--- src/rtl/pc_register.sv ---
// Program-counter stage: registers next_pc and sequences BOOT/RUN/HALT/FAULT.
// Optional PC_TRACE_EN adds a retired_count output counting PC loads.
module pc_register #(
    parameter int               WIDTH    = 32,
    parameter logic [WIDTH-1:0] RESET_PC = '0
) (
    input  logic             clk,
    input  logic             rst,
    input  logic [WIDTH-1:0] next_pc,
    input  logic             stall,
    input  logic             halt,
    input  logic             resume,
    output logic [WIDTH-1:0] pc,
    output logic [WIDTH-1:0] pc_plus4,
    output logic             fetch_valid,
    output logic             fault,
`ifdef PC_TRACE_EN
    output logic [31:0]      retired_count,
`endif
    output logic [1:0]       state
);

    localparam logic [1:0] S_BOOT  = 2'b00;
    localparam logic [1:0] S_RUN   = 2'b01;
    localparam logic [1:0] S_HALT  = 2'b10;
    localparam logic [1:0] S_FAULT = 2'b11;

    logic [1:0] st, st_nxt;
    logic       load;

    // RUN priority: halt, then stall, then misalignment, then load
    always_comb begin
        st_nxt = st;
        load   = 1'b0;
        case (st)
            S_BOOT: st_nxt = S_RUN;
            S_RUN: begin
                if (halt)                      st_nxt = S_HALT;
                else if (stall)                st_nxt = S_RUN;
                else if (next_pc[1:0] != 2'b00) st_nxt = S_FAULT;
                else                           load   = 1'b1;
            end
            S_HALT:  if (resume) st_nxt = S_RUN;
            default: st_nxt = S_FAULT;
        endcase
    end

    always_ff @(posedge clk or posedge rst) begin
        if (rst) begin
            st <= S_BOOT;
            pc <= RESET_PC;
        end else begin
            st <= st_nxt;
            if (load) pc <= next_pc;
        end
    end

`ifdef PC_TRACE_EN
    always_ff @(posedge clk or posedge rst) begin
        if (rst)       retired_count <= '0;
        else if (load) retired_count <= retired_count + 32'd1;
    end
`endif

    assign pc_plus4    = pc + WIDTH'(4);
    assign state       = st;
    assign fetch_valid = (st == S_RUN);
    assign fault       = (st == S_FAULT);

endmodule

--- config.mk ---
export PLATFORM = sky130hd
export DESIGN_NAME = pc_register
export DESIGN_NICKNAME = d
export VERILOG_FILES = /design/src/rtl/pc_register.sv
export SDC_FILE = /design/constraint.sdc
export NUM_CORES = 1
export LEC_CHECK = 0
export ABC_CLOCK_PERIOD_IN_PS = 5760
export CORE_MARGIN = 3
export CORE_UTILIZATION = 40
export DETAILED_ROUTE_END_ITERATION = 8
export GPL_ROUTABILITY_DRIVEN = 0
export MAX_ROUTING_LAYER = met4
export PLACE_DENSITY = 0.82
export SETUP_SLACK_MARGIN = 0.1
export SYNTH_ARGS = -nofsm -noshare
export SYNTH_HDL_FRONTEND = slang
export SYNTH_SLANG_ARGS = --single-unit
export TNS_END_PERCENT = 10
--- constraint.sdc ---
create_clock -name clk -period 5.76 [get_ports clk]
set_input_delay 0.864 -clock clk [delete_from_list [all_inputs] [get_ports clk]]
set_output_delay 0.864 -clock clk [all_outputs]
set_load 0.1 [all_outputs]
==> reports/qor.yml <==
worst_ep_required_time_ps: 4900
layout_setup_ws_ps: 1580
ys_seq_area_share_pct: 43.7
cts_hold_buf: 0
pre_cts_ws_ps: 1880
path_clk_slew_ps: 60
path_class: "flip-flop to primary output"
layout-drive-gt1-share_pct: 16.4
clockBufferDepth: 2
timing.final.crit_share_pct: 72.6
slew_headroom_pct: 32.9
grt_use_total_pct: 18.9
cts_max_level: 2
route.vias.total: 1680
tritoncts: "built"
dieArea_um2: 5740
cts-resized-gates: 0
final.fill_count: 363
wl_per_cell_um: 14.8
clock-sinks: 34
grt_max_degree: 35
die_h_um: 75.8
worstPathMaxFanout: 15
syn_to_final_growth_pct: 59.6
clock_latency_ps: 280
outcome: "completed"
synth_cells: 175
syn-num-nets: 213
overflow: 0
worst_slew_pin_slew_ps: 1000
io-pin-count: 105
initial_core_util_pct: 43.0
synth_edf_count: 0
cts_buffers: 5
core_um2: 4530
async_flop_share_pct: 100
p_leak_nw: 1.38
maxCapViolations: 0
drt_iter0_drc: 87
wl_um: 5090
fp.dieW_um: 75.8
netlist_area_um2: 1950
antenna_found_initial: 0
ys_types: 28
dpl.hpwl_um: 3870
slew_viol_final: 0
finalSetupViolations: 0
cts_setup_buffers: 0
timing.setup.tns_ps: 0
hold_violations: 0
holdWs_ps: 505
grt_pass1_wl_um: 8000
end_kind: "primary output"
cts-root-buf: "clkbuf_8"
design_area_um2: 3110
hp-class: "flip-flop to flip-flop"
postPlaceCellArea_um2: 3030
synth_ff_type: "dfrtp_1"
power_density_nw_per_um2: 253
vdd_drop_max_uv: 204
nets: 318
ant_nets: 0
placementRows: 24
insertedDiodeCount: 0
io_buffers: 104
avgSynthCellArea_um2: 11.1
firstDrtPassIters: 4
drc: 0
min_period_ps: 4180
startpoint_type: "flip-flop"
clock.fmax_ghz: 0.239
cp.arrival_ps: 3320
grt_setup_unrepaired: "no"
grt_pass1_vias: 1642
synth_seq_cells: 34
skew_ps: 1.25
ys_warn_count: 0
routed_via_density: 4.87
-- cell families (layout without fill, tap and decap cells) --
logic type	count (synthesis)	in the layout	synth area share, %
adder cells (fa/ha/maj)	1	1	0.642
flip-flops	34	34	43.7
XOR/XNOR	28	28	12.6
buffers and inverters	13	118	3.66
multiplexers	30	30	17.3
AO/OA/AOI/OAI	2	2	0.513
AND/OR/NAND/NOR	67	67	21.6
-- routing by layer --
layer / vias up / global-route usage, % / share of wire [%]
met4: 0 / 4.66 / 0.37
met5: - / - / 0
met2: 68 / 29.3 / 49
li1: 825 / - / -
met3: 2 / 6.33 / 8.4
met1: 785 / 23.9 / 42
-- power by group --
part / internal, mW / switching (mW)
Clock: 0.0831 / 0.0785
Combinational: 0.0881 / 0.257
Sequential: 0.254 / 0.0247
Total: 0.425 / 0.361
-- placed cells by master (no fill, tap or decap), drive strengths merged, types with 2 or more instances in the layout --
cell type,n
xnor2,7
buf,2
nor4,10
and4,3
nand2,15
and2,3
dfrtp,34
xor2,21
and3,2
inv,5
nand4,6
nor3,7
clkbuf,7
mux2,30
nor2,7
clkdlybuf4s50,104
nand3,9
-- per-stage QoR --
step           cells  utilization [%]  power, mW
2_1_floorplan    175                -      0.532
3_3_place_gp     338             66.9      0.626
3_5_place_dp     338             66.9      0.629
4_1_cts          345             68.6      0.793
5_1_grt          345             68.6      0.814
6_report         345             68.6      0.785
-- cell usage after synthesis (all sizes together), types with 2 or more instances --
cell type  instances  area [um2]
nand4              6        50.0
nand3              9        45.0
mux2              30         338
dfrtp             34         851
and3               2        12.5
nor4              10         103
xnor2              7        61.3
clkbuf             4        15.0
xor2              21         184
and4               3        26.3
and2               3        18.8
nor2               7        26.3
inv                5        18.8
nor3               7        35.0
buf                4        37.5
nand2             15        56.3
-- worst max-delay path, stage by stage (launching register included) --
cell             delay [ps]
dfrtp_1                 480
nand4_2                 170
or4_4                   680
nor4_1                  380
xor2_1                  170
clkdlybuf4s50_1        1150
-- registers in the layout (all words and copies together), names as in the netlist --
register / flops
pc: 32
state: 2
-- final timing paths --
kind	to	slack, ps	start	cells after the start
setup / recovery	pc_plus4[21]	1580	pc[4]$_DFFE_PP0P_	5
hold / removal	pc[1]$_DFFE_PP0P_	510	pc[1]$_DFFE_PP0P_	1
setup reg to reg	pc[3]$_DFFE_PP0P_	4330	state[1]$_DFFE_PP0P_	4
hold reg to reg	pc[1]$_DFFE_PP0P_	510	pc[1]$_DFFE_PP0P_	1
max in group asynchronous	pc[30]$_DFFE_PP0P_	4480	rst	3
min in group asynchronous	pc[18]$_DFFE_PP0P_	980	rst	3
-- area by class of cell --
class / instances / area, um2 / area share, %
Multi-Input combinational cell: 128 / 1030 / 33.0
Inverter: 5 / 18.8 / 0.604
Sequential cell: 34 / 851 / 27.4
Timing Repair Buffer: 106 / 1060 / 34.0
Tap cell: 65 / 81.3 / 2.62
Clock buffer: 7 / 76.3 / 2.45
(Power assumes the default switching activity.)
